## config.mk

```make
export PLATFORM = sky130hd
export DESIGN_NAME = dcm_spi_master
export DESIGN_NICKNAME = d
export VERILOG_FILES = /design/src/rtl/dcm_spi_pkg.sv /design/src/rtl/dcm_spi_tick.sv /design/src/rtl/dcm_spi_master.sv
export SDC_FILE = /design/constraint.sdc
export NUM_CORES = 1
export LEC_CHECK = 0
export CORE_AREA = 3 3 64 81
export DETAILED_ROUTE_END_ITERATION = 16
export DIE_AREA = 0 0 67 84
export GPL_ROUTABILITY_DRIVEN = 0
export GPL_TIMING_DRIVEN = 0
export PLACE_DENSITY_LB_ADDON = 0.3
export RECOVER_POWER = 25
export SLEW_MARGIN = 20
export SYNTH_ARGS = -nofsm -noshare
export SYNTH_HDL_FRONTEND = slang
export SYNTH_HIERARCHICAL = 1
export SYNTH_SLANG_ARGS = --single-unit
```

## constraint.sdc

```tcl
create_clock -name clk -period 3.3 [get_ports clk]
set_input_delay 0.825 -clock clk [delete_from_list [all_inputs] [get_ports clk]]
set_output_delay 0.825 -clock clk [all_outputs]
set_load 0.01 [all_outputs]
```

## src/rtl/dcm_spi_pkg.sv

```systemverilog
// Shared definitions for the dcmctrl SPI initiator.
// Optional abort input is enabled by defining DCM_SPI_MASTER_ABORT_EN.
package dcm_spi_pkg;

    // Bits per SPI byte, shifted MSB first
    localparam int SPI_BITS = 8;

    // Command byte fields understood by the dcmctrl SPI slave
    localparam logic [7:0] CMD_WRITE  = 8'h80;
    localparam logic [7:0] CMD_CH_SEL = 8'h40;

    // Transaction sequencer states
    typedef enum logic [2:0] {
        ST_IDLE  = 3'd0,
        ST_SETUP = 3'd1,
        ST_LOW   = 3'd2,
        ST_HIGH  = 3'd3,
        ST_NEXT  = 3'd4,
        ST_HOLD  = 3'd5
    } spi_state_e;

    // Largest of three timing parameters, used to size the shared timer
    function automatic int max3(input int a, input int b, input int c);
        int m;
        m = (a > b) ? a : b;
        m = (m > c) ? m : c;
        return m;
    endfunction

endpackage

```

## src/rtl/dcm_spi_tick.sv

```systemverilog
// Loadable down-counter with a terminal-count flag. The count parks at
// zero rather than wrapping, so done_o stays high until the next load.
module dcm_spi_tick #(
    parameter int W = 4
) (
    input  logic         clk,
    input  logic         reset,
    input  logic         load_i,
    input  logic [W-1:0] load_val_i,
    output logic         done_o
);

    logic [W-1:0] cnt_q;
    logic [W-1:0] cnt_d;

    // Next count: reload wins, otherwise count down and stop at zero
    always_comb begin
        cnt_d = cnt_q;
        if (load_i) begin
            cnt_d = load_val_i;
        end else if (cnt_q != '0) begin
            cnt_d = cnt_q - 1'b1;
        end
    end

    // Counter register
    always_ff @(posedge clk or negedge reset) begin
        if (!reset) begin
            cnt_q <= '0;
        end else begin
            cnt_q <= cnt_d;
        end
    end

    assign done_o = (cnt_q == '0);

endmodule

```

## src/rtl/dcm_spi_master.sv

```systemverilog
// SPI mode-3 initiator for the dcmctrl slave port. A byte stream arriving
// on tx_* is framed as one slave-select transaction; every MISO byte is
// returned on a one-cycle rx_valid strobe.
// Optional: define DCM_SPI_MASTER_ABORT_EN to add the abort input.
//
// Handshake: a byte moves on any clk edge where tx_valid && tx_ready; the
// producer must hold tx_data/tx_last stable while tx_valid is high and not
// yet accepted. tx_ready is only high in IDLE and in NEXT before a byte has
// been taken for the inter-byte gap.
module dcm_spi_master
    import dcm_spi_pkg::*;
#(
    parameter int CLK_DIV  = 5,
    parameter int SS_SETUP = 5,
    parameter int SS_HOLD  = 10
) (
    input  logic       clk,
    input  logic       reset,
    input  logic [7:0] tx_data,
    input  logic       tx_last,
    input  logic       tx_valid,
    output logic       tx_ready,
    output logic [7:0] rx_data,
    output logic       rx_valid,
    output logic       busy,
    output logic       spi_ss,
    output logic       spi_clk,
    output logic       spi_mosi,
    input  logic       spi_miso,
`ifdef DCM_SPI_MASTER_ABORT_EN
    input  logic       abort,
`endif
    output logic [2:0] dbg_state
);

    localparam int CW = $clog2(max3(CLK_DIV, SS_SETUP, SS_HOLD) + 1);
    localparam int BW = $clog2(SPI_BITS);

    // Timer reload values: a state entered with value N-1 lasts N cycles
    localparam logic [CW-1:0] DIV_LD   = CW'(CLK_DIV - 1);
    localparam logic [CW-1:0] SETUP_LD = CW'(SS_SETUP - 1);
    localparam logic [CW-1:0] HOLD_LD  = CW'(SS_HOLD - 1);

    spi_state_e     state_q;
    logic [7:0]     tx_shift_q;
    logic [7:0]     rx_shift_q;
    logic [BW-1:0]  bit_idx_q;
    logic           last_q;
    logic           gap_q;
    logic           ss_q;
    logic           sclk_q;
    logic           mosi_q;
    logic [7:0]     rx_data_q;
    logic           rx_valid_q;
    logic           busy_q;

    logic           abort_hit;
    logic           accept;
    logic           tick_load;
    logic [CW-1:0]  tick_val;
    logic           tick_done;

`ifdef DCM_SPI_MASTER_ABORT_EN
    assign abort_hit = abort && (state_q != ST_IDLE) && (state_q != ST_HOLD);
`else
    assign abort_hit = 1'b0;
`endif

    // Ready is gated by reset so nothing is offered while reset is asserted
    assign tx_ready = reset && !abort_hit &&
                      ((state_q == ST_IDLE) || ((state_q == ST_NEXT) && !gap_q));
    assign accept   = tx_valid && tx_ready;

    // Timer reload decode: reload on every edge that enters a timed state
    always_comb begin
        tick_load = 1'b0;
        tick_val  = '0;
        if (abort_hit) begin
            tick_load = 1'b1;
            tick_val  = HOLD_LD;
        end else begin
            case (state_q)
                ST_IDLE: begin
                    if (accept) begin
                        tick_load = 1'b1;
                        tick_val  = SETUP_LD;
                    end
                end
                ST_SETUP, ST_LOW: begin
                    if (tick_done) begin
                        tick_load = 1'b1;
                        tick_val  = DIV_LD;
                    end
                end
                ST_HIGH: begin
                    if (tick_done) begin
                        tick_load = 1'b1;
                        // NEXT is untimed until a byte arrives, so only the
                        // final byte of a transaction needs the hold value
                        tick_val  = ((bit_idx_q == '0) && last_q) ? HOLD_LD : DIV_LD;
                    end
                end
                ST_NEXT: begin
                    if (!gap_q) begin
                        if (accept) begin
                            tick_load = 1'b1;
                            tick_val  = DIV_LD;
                        end
                    end else if (tick_done) begin
                        tick_load = 1'b1;
                        tick_val  = DIV_LD;
                    end
                end
                default: begin
                end
            endcase
        end
    end

    dcm_spi_tick #(
        .W (CW)
    ) u_tick (
        .clk        (clk),
        .reset      (reset),
        .load_i     (tick_load),
        .load_val_i (tick_val),
        .done_o     (tick_done)
    );

    // Transaction sequencer with registered SPI pins and rx strobe
    always_ff @(posedge clk or negedge reset) begin
        if (!reset) begin
            state_q    <= ST_IDLE;
            tx_shift_q <= '0;
            rx_shift_q <= '0;
            bit_idx_q  <= '0;
            last_q     <= 1'b0;
            gap_q      <= 1'b0;
            ss_q       <= 1'b1;
            sclk_q     <= 1'b1;
            mosi_q     <= 1'b0;
            rx_data_q  <= '0;
            rx_valid_q <= 1'b0;
            busy_q     <= 1'b0;
        end else begin
            rx_valid_q <= 1'b0;
            if (abort_hit) begin
                // Partial byte is dropped; hold timing still applies
                state_q <= ST_HOLD;
                ss_q    <= 1'b1;
                sclk_q  <= 1'b1;
                gap_q   <= 1'b0;
            end else begin
                case (state_q)
                    ST_IDLE: begin
                        if (accept) begin
                            tx_shift_q <= tx_data;
                            last_q     <= tx_last;
                            ss_q       <= 1'b0;
                            busy_q     <= 1'b1;
                            state_q    <= ST_SETUP;
                        end
                    end
                    ST_SETUP: begin
                        if (tick_done) begin
                            sclk_q    <= 1'b0;
                            mosi_q    <= tx_shift_q[7];
                            bit_idx_q <= BW'(SPI_BITS - 1);
                            state_q   <= ST_LOW;
                        end
                    end
                    ST_LOW: begin
                        if (tick_done) begin
                            sclk_q     <= 1'b1;
                            rx_shift_q <= {rx_shift_q[6:0], spi_miso};
                            state_q    <= ST_HIGH;
                        end
                    end
                    ST_HIGH: begin
                        if (tick_done) begin
                            if (bit_idx_q != '0) begin
                                bit_idx_q  <= bit_idx_q - 1'b1;
                                tx_shift_q <= {tx_shift_q[6:0], 1'b0};
                                sclk_q     <= 1'b0;
                                mosi_q     <= tx_shift_q[6];
                                state_q    <= ST_LOW;
                            end else begin
                                rx_data_q  <= rx_shift_q;
                                rx_valid_q <= 1'b1;
                                if (last_q) begin
                                    ss_q    <= 1'b1;
                                    state_q <= ST_HOLD;
                                end else begin
                                    state_q <= ST_NEXT;
                                end
                            end
                        end
                    end
                    ST_NEXT: begin
                        if (!gap_q) begin
                            if (accept) begin
                                tx_shift_q <= tx_data;
                                last_q     <= tx_last;
                                gap_q      <= 1'b1;
                            end
                        end else if (tick_done) begin
                            gap_q     <= 1'b0;
                            sclk_q    <= 1'b0;
                            mosi_q    <= tx_shift_q[7];
                            bit_idx_q <= BW'(SPI_BITS - 1);
                            state_q   <= ST_LOW;
                        end
                    end
                    ST_HOLD: begin
                        if (tick_done) begin
                            busy_q  <= 1'b0;
                            state_q <= ST_IDLE;
                        end
                    end
                    default: begin
                        state_q <= ST_IDLE;
                    end
                endcase
            end
        end
    end

    assign spi_ss    = ss_q;
    assign spi_clk   = sclk_q;
    assign spi_mosi  = mosi_q;
    assign rx_data   = rx_data_q;
    assign rx_valid  = rx_valid_q;
    assign busy      = busy_q;
    assign dbg_state = state_q;

endmodule

```

### Word-level counts from Yosys, hierarchy flattened

Cells that the tools add are included.

| operators by class | value |
|---|---|
| $add $sub $neg | 2 |
| eq/ne operators | 14 |
| multiplexer cells | 58 |
| bitwise operators | 1 |
| reduce and logical (&&, ||, !) cells | 29 |

Operator list:

| cell | count |
|---|---|
| $mux W3 | 13 |
| $mux W8 | 4 |
| $mux W1 | 26 |
| $pmux W8 S3 | 1 |
| $mux W4 | 5 |
| $ne A2 B2 Y1 const B | 9 |
| $pmux W3 S6 | 1 |
| $pmux W4 S4 | 1 |
| $reduce_and A5 Y1 | 3 |
| $pmux W3 S3 | 1 |
| $reduce_bool A3 Y1 | 3 |
| $reduce_and A4 Y1 | 2 |
| $reduce_bool A2 Y1 | 4 |
| $reduce_bool A4 Y1 | 2 |
| $eq A3 B2 Y1 const B | 2 |
| $eq A3 B3 Y1 const B | 2 |
| $logic_not A3 Y1 | 2 |
| $pmux W1 S2 | 3 |
| $pmux W1 S3 | 2 |
| $reduce_and A3 Y1 | 2 |
| $logic_and A1 B1 Y1 | 4 |
| $logic_not A4 Y1 | 1 |
| $pmux W1 S4 | 1 |
| $reduce_and A2 Y1 | 2 |
| other kinds (8) | 8 |

| storage, ports and cells | value |
|---|---|
| flip-flop bits (word level) | 41 |
| bits of input ports | 13 |
| output and inout bits | 17 |
| logic and storage cells | 117 |

### Logic depth before layout (Yosys ltp)

Gate-level depths: netlist (run 1).

| logic depth | value |
|---|---|
| word-level depth | 9 |
| mapped depth | 11 |
| mapped depth without buffers | 9 |

### Cells and area by module

The synthesis (run 1) kept the hierarchy.

By module, submodules not included:

| module | times used | cells an instance | area each (µm²) | seq. area each (µm²) |
|---|---|---|---|---|
| dcm_spi_master | 1 | 152 | 1756.7 | 928.4 |
| dcm_spi_tick | 1 | 22 | 234.0 | 100.1 |

### Least setup slack after synthesis (run 1)

OpenSTA, ideal clock, no wires.

| timing path | value |
|---|---|
| kind | reg-to-reg |
| start | reg u_tick.cnt_q[0] |
| end | reg u_tick.cnt_q[3] |
| library setup time | 126 ps |
| arrival | 2052 ps |
| required time | 3174 ps |
| slack | 1122 ps |
| stages on the path, launching flop included | 12 |
| buffers on the path | 2 |
| period minus slack after synthesis | 2178 ps |
| cells stage by stage | dfrtp_1 inv_1 ha_1 nor3b_4 buf_2 nand3_1 o21ai_0 nand2_1 o21ai_0 clkbuf_1 nor3_1 a221o_1 |

| between the ends | value |
|---|---|
| cells in the longest elaborated chain, start to end | 5 |
| elaborated cells on any way between the ends | 11 |
| classes of those cells | add/sub: 1; mux: 7; reduce/logical: 3 |

Ends and longest elaborated chain:

| what | RTL line | RTL |
|---|---|---|
| from (decl) | dcm_spi_tick.sv:13 | `logic [W-1:0] cnt_q;` |
| from (signal assigned) | dcm_spi_tick.sv:31 | `cnt_q <= cnt_d;` |
| $logic_not A4 Y1 * | dcm_spi_tick.sv:35 | `assign done_o = (cnt_q == '0);` |
| via tick_done | dcm_spi_master.sv:61 | `logic tick_done;` |
| $mux W1 * | dcm_spi_master.sv:90, dcm_spi_master.sv:96, dcm_spi_master.sv:109 |  |
| $mux W1 | dcm_spi_master.sv:104 | `if (!gap_q) begin` |
| $pmux W1 S3 * | dcm_spi_master.sv:82 | `case (state_q)` |
| via tick_load | dcm_spi_master.sv:59 | `logic tick_load;` |
| $mux W4 / $reduce_bool A2 Y1 (equally long branches) | -- |  |

Mark *: on every way through the listed nets, which the timed path passes. The rest lies on a longest branch. The select of a mux whose other input is x is not followed.
A chain may end at the register's enable or synchronous reset.

### Final worst setup path (run 1)

| timing path | value |
|---|---|
| start | reg state_q[0], in the netlist dbg_state[0] |
| end | out tx_ready |

| between the ends | value |
|---|---|
| cells in the longest elaborated chain, start to end | 4 |
| elaborated cells on any way between the ends | 5 |
| classes of those cells | eq/ne: 1; reduce/logical: 4 |

Ends and longest elaborated chain:

| what | RTL line | RTL |
|---|---|---|
| from (decl) | dcm_spi_master.sv:44 | `spi_state_e state_q;` |
| from (signal assigned) | dcm_spi_master.sv:133 | `state_q <= ST_IDLE;` |
| from (signal assigned) | dcm_spi_master.sv:149 | `state_q <= ST_HOLD;` |
| from (signal assigned) | dcm_spi_master.sv:161 | `state_q <= ST_SETUP;` |
| $eq A3 B3 Y1 | dcm_spi_master.sv:71 | `((state_q == ST_IDLE) \|\| ((state_q == ST_NEXT) && !gap_q));` |
| $logic_and A1 B1 Y1 | dcm_spi_master.sv:71 |  |
| $logic_or A1 B1 Y1 * | dcm_spi_master.sv:71 |  |
| $logic_and A1 B1 Y1 * | dcm_spi_master.sv:70 | `assign tx_ready = reset && !abort_hit &&` |
| to (decl) | dcm_spi_master.sv:22 | `output logic tx_ready,` |

Mark *: on every way between the ends. The rest lies on a longest branch, timed or not.

==> impl_results.md, run 1 <==
* Half-perimeter wire length after detailed placement at between 2000 and 3000 um
* Met2 layer wire length in the routed design at 1840 um
* Reg-to-Reg End: u_tick/cnt_q[3]
* Ports placed on the boundary at 30
* Launch point of the critical path: dbg_state[0]
* Required time worst endpoint at approximately 2.5 ns
* Global-route congestion overflow total at 0
* Quantity of gates resized following cts at 0
* Slowest cell on the critical path: clkdlybuf4s50_1
* Result of the run: finished with violations
* Sum of negative setup slack at 0 ns
* Leakage power at 1.07 nW
* Min cycle time layout at 2.62 ns
* Syn Area/Cell at 11.4 um2
* Fraction of layout instances using a drive strength above 1 at 0.269
* CP Max Fanout at 10
* Final Hold Violating Endpoints at 0
* Startpoint of the lowest-slack register-to-register path: u_tick/cnt_q[0]
* Die area at 0.00563 mm2
* Register bit total from synthesis at 41
* Detail Route met3 WL at 207 um
* Fill cell total of the finished layout at slightly above 400
* Sequential-to-total area share from yosys stat at 0.517
* CP max stage delay at 0.53 ns
* Top-area cell type share of the netlist area at 0.490
* P per Cell Area at between 700 and 800 mW/mm2
* Transition time at the pin with the least slew margin at 1.68 ns
* Final Setup Violations at 0
* Worst r2r path cells at 11
* H-tree depth reported by CTS at 2
* Ant. Diodes at 0
* Cts bufs inserted at 5
* Worst clock skew at around 0.0024 ns
* Number of nets in the layout at 227
* Clock Latency Late Sink at between 0.2 and 0.3 ns
* Top_reg_cell synth: dfrtp_1
* TritonCTS clock tree: yes
* Horizontal die dimension at 67 um
* List of cells traversed by the critical path: buf_2, nor2_1, and3_1, clkdlybuf4s50_1
* Starting density of the core at 0.446
* Hold bufs inserted after CTS at 0
* Async set-reset flop share out of synthesis at 1.00
* Cell area after synthesis at 0.00199 mm2
* Number of design-rule violations left by the first detailed-router iteration at 44
* Post-Place Cell Area at 0.00237 mm2
* DRC errors left at 0
* Core area at 0.00446 mm2
* Total number of yosys warnings at 6
* Buffers from clock root to sink, at most at 2
* Number of optimization iterations in the first detailed-route pass at 4
* Final max-slew violation count at 33
* Maximum VDD drop at between 0.4 and 0.5 mV
* Die H at 84 um
* Data arrival time at the worst-slack endpoint at 1.79 ns
* Highest layer used for signal routing: met4
* Total of buffers placed on input and output ports at 29
* Maximum number of pins on one net before global-route repair at 33
* Post-synthesis cell type with the largest combined area: dfrtp_1
* Number of cell rows at 27
* Global-route wire length before repair at 6310 um
* Number of vias in the routed layout at 1414
* Worst slew slack as a fraction of its limit at -0.122
* Violations in the final reports: max-capacitance violations, max-slew violations
* Gate Count Post-Synth at 174
* Slack of the worst reg-to-reg path at 0.83 ns
* Share of the clock period used by the worst path after layout at 0.794
* Count of flip-flops with a built-in enable after synthesis at 0
* Non-Filler Cell Area, Final at between 0.002 and 0.0025 mm2
* Most instantiated library cell after synthesis: dfrtp_1
* Area added between synthesis and finish at 22.7%
* Biggest area contributors in the synthesized netlist: dfrtp_1, mux2_2, dfstp_2
* CP Capture Type: output port
* Total wire length after detailed routing at 3710 um
* Post-synth net total at 190
* Classification of the worst-slack hold path: in2async
* Detail-routed net length per standard cell at 13.7 um
* Residual antenna-violating net count after detailed routing at 0
* Number of global-route vias before repair at 1332
* Global-route usage over all layers at 0.147
* Max-cap viol count at 1
* Setup Fix Bufs, Post-CTS at 0
* Via-per-instance ratio at 5.24
* Initial antenna violation count at 0
* Critical Path Start Type: flop
* Met1 routed wirelength after detailed routing at 1640 um
* Setup CP Type: reg2out
* Setup repair after global routing missed its margin: no
* Highest achievable clock rate at 382 MHz
* Buffer cell driving the clock tree root: clkbuf_8
* Clock transition at the register clock pins on the worst setup and hold paths after CTS at 0.08 ns
* Worst setup path endpoint: tx_ready
* Sink count of the clock tree at 41
* Commonest cells in the synthesized netlist: dfrtp_1, mux2_2, nand2_1, nor2_1
* Number of distinct library cell variants in the gate-level netlist after synthesis at a little over 40
[sequential cells by signal, indices dropped and copies added, names as in the netlist, 3 cells and up]
name / cells
u_tick/cnt_q: 4
dbg_state: 3
rx_shift_q: 8
rx_data: 8
tx_shift_q: 8
bit_idx_q: 3
[power breakdown]
group,switching [mW],internal (mW)
combinational,0.354,0.424
sequential,0.115,0.665
clock,0.181,0.150
total,0.650,1.24
[logic make-up (layout without fill, tap and decap cells)]
family          Yosys count  after routing  share of synthesized area
simple gates             49             49                      0.138
flops                    41             41                      0.517
mux                      34             34                      0.190
compound gates           31             31                     0.0987
buf+inv                  14             52                     0.0308
fa+ha+maj                 3              3                     0.0189
other cells               1              1                    0.00188
xor+xnor                  1              1                    0.00440
[per-layer routing]
layer | vias up | global-route usage
met5 | - | 0
met4 | 0 | 0.0554
met3 | 4 | 0.0526
met2 | 47 | 0.220
met1 | 682 | 0.193
li1 | 681 | -
[area by class of cell]
type	instances	area (um2)	share of cell area
clock buffer	5	68.8	0.0282
buffer	8	38.8	0.0159
tap	58	72.6	0.0297
clock inverter	3	21.3	0.00871
multi-input combinational	119	901	0.369
inverter	6	22.5	0.00922
timing repair buffer	30	289	0.118
sequential	41	1030	0.421
[cell usage in the layout (no fill, tap or decap), types with 3 or more instances in the layout]
master / instances
dfrtp_1: 39
mux2_2: 31
clkdlybuf4s50_1: 28
nand2_1: 12
nor2_1: 12
o21ai_0: 10
a21oi_1: 10
buf_2: 8
inv_1: 6
nand3b_1: 5
clkbuf_8: 5
nor3_1: 3
mux2i_1: 3
ha_1: 3
[worst max-delay path, delay by kind of cell, from the launching register on]
family	cells	cell delay, ns
buffers and inverters	2	0.75
flip-flops	1	0.47
AND/OR/NAND/NOR	2	0.28
[stage by stage]
stage / cells / worst slack, ns / utilization / hold slack [ns] / power, mW
detailed placement: 262 / 0.614 / 0.531 / 0.469 / 1.58
floorplan: 174 / 1.12 / - / 0.440 / 1.35
CTS: 270 / 0.613 / 0.551 / 0.402 / 1.92
global route: 270 / 0.581 / 0.548 / 0.383 / 2.04
global placement: 261 / -1.16 / 0.528 / 0.455 / 1.55
finish: 270 / 0.681 / 0.548 / 0.388 / 1.89
[worst min path at each step]
stage                 start               to  depth (start not counted)
2_1_floorplan  bit_idx_q[0]     bit_idx_q[0]                          1
3_5_place_dp   bit_idx_q[0]     bit_idx_q[0]                          1
5_1_grt               reset  u_tick/cnt_q[0]                          1
4_1_cts               reset  u_tick/cnt_q[0]                          1
3_3_place_gp   bit_idx_q[0]     bit_idx_q[0]                          1
6_report              reset  u_tick/cnt_q[0]                          1
Power figures use the tool's default switching activity.
==> inputs of run 2 (changes only) <==
==> constraint.sdc (replaced) <==
create_clock -name clk -period 2.3 [get_ports clk]
set_input_delay 0.575 -clock clk [delete_from_list [all_inputs] [get_ports clk]]
set_output_delay 0.575 -clock clk [all_outputs]
set_load 0.01 [all_outputs]
==> impl_results.md, run 2 (synthesized netlist as in run 1, its figures left out) <==
* Initial antenna violation count at 0 (unchanged)
* Die H at 84 um (unchanged)
* Clock Latency Late Sink at 0.30 ns (about the same)
* WP buf/inv at 3 (+1)
* Final Setup Violations at 0 (unchanged)
* Worst clock skew at 0.00269 ns (+0.000315 ns)
* CP max stage delay at 0.38 ns (-0.15 ns)
* Total of buffers placed on input and output ports at 29 (unchanged)
* Half-perimeter wire length after detailed placement at 2710 um (unchanged)
* Max-cap viol count at 0 (-1)
* Area added between synthesis and finish at 28.2%
* DRC errors left at 0 (unchanged)
* Detail-routed net length per standard cell at 14.0 um (+2.2%)
* Clock transition at the register clock pins on the worst setup and hold paths after CTS at 0.08 ns (about the same)
* Ant. Diodes at 0 (unchanged)
* Worst setup slack after placement at -0.143 ns (-0.757 ns)
* Horizontal die dimension at 67 um (unchanged)
* Non-Filler Cell Area, Final at 0.00255 mm2 (+4.5%)
* Levels on crit path at 11 (+7)
* List of cells traversed by the critical path: inv_1, ha_2, nor3b_4, buf_6, nand3_2, o21ai_0, nand2_1, o21ai_0, buf_4, nor3_1, a221o_1
* Post-Place Cell Area at 0.00237 mm2 (unchanged)
* Number of cell rows at 27 (unchanged)
* Slowest cell on the critical path: dfrtp_1
* Total wire length after detailed routing at 3880 um (+4.4%)
* Number of global-route vias before repair at 1342 (+0.75%)
* Slack of the worst reg-to-reg path at 0.07 ns (-0.76 ns)
* Residual antenna-violating net count after detailed routing at 0 (unchanged)
* Classification of the worst-slack hold path: in2async
* Min cycle time layout at ~2.2 ns
* Ports placed on the boundary at 30 (unchanged)
* Final Hold Violating Endpoints at 0 (unchanged)
* Final critical-path setup slack at 0.0714 ns (-0.609 ns)
* Setup repair after global routing missed its margin: yes
* Maximum VDD drop at 0.628 mV (+44%)
* Highest achievable clock rate at 449 MHz
* Buffer cell driving the clock tree root: clkbuf_8
* Global-route usage over all layers at 0.148 (+0.000547)
* Die area at 0.00563 mm2 (unchanged)
* H-tree depth reported by CTS at 2 (unchanged)
* Via-per-instance ratio at 5.28 (+0.80%)
* P per Cell Area at 1120 mW/mm2 (+45%)
* Reg-to-Reg End: u_tick/cnt_q[3]
* Most frequent cells in the layout: dfrtp_1, mux2_2, clkdlybuf4s50_1
* Global-route congestion overflow total at 0 (unchanged)
* CP Capture Type: flop
* Cts bufs inserted at 5 (unchanged)
* Sink count of the clock tree at 41 (unchanged)
* Worst hold slack at 0.151 ns (-0.236 ns)
* Gate family responsible for the most delay along the worst path: simple AND/OR/NAND/NOR gates
* Worst r2r path cells at 11 (unchanged)
* Number of nets in the layout at 233 (+2.6%)
* Required time worst endpoint at 2.49 ns (+0.02 ns)
* Critical Path Start Type: flop
* Cell repeated most along the worst path: o21ai_0
* Power consumption at 2.86 mW (+51%)
* Result of the run: completed
* Core area at 0.00446 mm2 (unchanged)
* Final max-slew violation count at 0 (-100%)
* Fraction of layout instances using a drive strength above 1 at 0.335 (+0.0660)
* Starting density of the core at 0.446 (unchanged)
* TritonCTS clock tree: yes
* Data arrival time at the worst-slack endpoint at 2.42 ns (+0.63 ns)
* Maximum number of pins on one net before global-route repair at 33 (unchanged)
* Leakage power at 1.13 nW (+6.0%)
* Global-route wire length before repair at 6330 um (+0.33%)
* Startpoint of the lowest-slack register-to-register path: u_tick/cnt_q[0]
* Number of optimization iterations in the first detailed-route pass at 4 (unchanged)
* Setup CP Type: reg2reg
* Number of vias in the routed layout at 1457 (+3.0%)
* Most common cell after layout, fill and taps aside: dfrtp_1
* CP Max Fanout at 8 (-2)
* Number of design-rule violations left by the first detailed-router iteration at 49 (+11%)
* Share of the clock period used by the worst path after layout at 0.969
* Placed cell count at 262 (unchanged)
* Non-filler cells in the finished layout at 276 (+2.2%)
* Fill cell total of the finished layout at 407 (-1.5%)
* Buffers from clock root to sink, at most at 2 (unchanged)
## run 2: worst max path at each step
stage	startpoint	slack (ns)	to
floorplan	u_tick/cnt_q[0]	0.12	u_tick/cnt_q[3]
global placement	reset	-1.77	u_tick/cnt_q[3]
detailed placement	u_tick/cnt_q[0]	-0.14	u_tick/cnt_q[3]
CTS	dbg_state[1]	0.008	tx_ready
global route	u_tick/cnt_q[0]	-0.1	u_tick/cnt_q[3]
finish	u_tick/cnt_q[0]	0.07	u_tick/cnt_q[3]
## run 2: through the flow
stage               setup TNS, ns  utilization
floorplan                       0            -
global placement           -47.52        0.528
detailed placement         -0.246        0.531
CTS                             0        0.558
global route               -0.161        0.572
finish                          0        0.572
## run 2: layer usage
layer | up-vias | GRT usage | wire, um
li1 | 697 | - | -
met1 | 711 | 0.195 | 1670
met2 | 40 | 0.220 | 1910
met3 | 9 | 0.0526 | 225
met4 | 0 | 0.0554 | 68
met5 | - | 0 | 0
## run 2: power by group
part,switching [mW],leakage [nW],internal (mW)
sequential,0.144,0.518,0.956
combinational,0.574,0.569,0.708
clock,0.262,0.0445,0.215
total,0.980,1.13,1.88
## run 2: layout make-up
| class | instances | area, um2 | share of cell area |
|---|---|---|---|
| plain buffers | 8 | 48.8 | 0.0191 |
| clock buffers | 5 | 68.8 | 0.0270 |
| clock inverters | 3 | 21.3 | 0.00833 |
| inverters | 6 | 22.5 | 0.00882 |
| multi-input cells | 119 | 935 | 0.366 |
| flip-flops and latches | 41 | 1030 | 0.404 |
| well taps | 58 | 72.6 | 0.0284 |
| repair buffers | 36 | 353 | 0.138 |
## run 2: repair_timing
item / 4_1_cts / 5_1_grt
resized for setup: 6 / 10
hold buffers: 0 / 0
setup buffers: 2 / 4
endpoints found under the setup margin: 4 / 22
pin swaps: 1 / 1
## run 2: worst reg2reg max path: cells and delay by family, from the launching register on
| family | cells | cell delay, ns |
|---|---|---|
| AND/OR/NAND/NOR | 4 | 0.58 |
| AO/OA/AOI/OAI | 3 | 0.52 |
| adder cells (fa/ha/maj) | 1 | 0.21 |
| flip-flops | 1 | 0.38 |
| buffers and inverters | 3 | 0.44 |
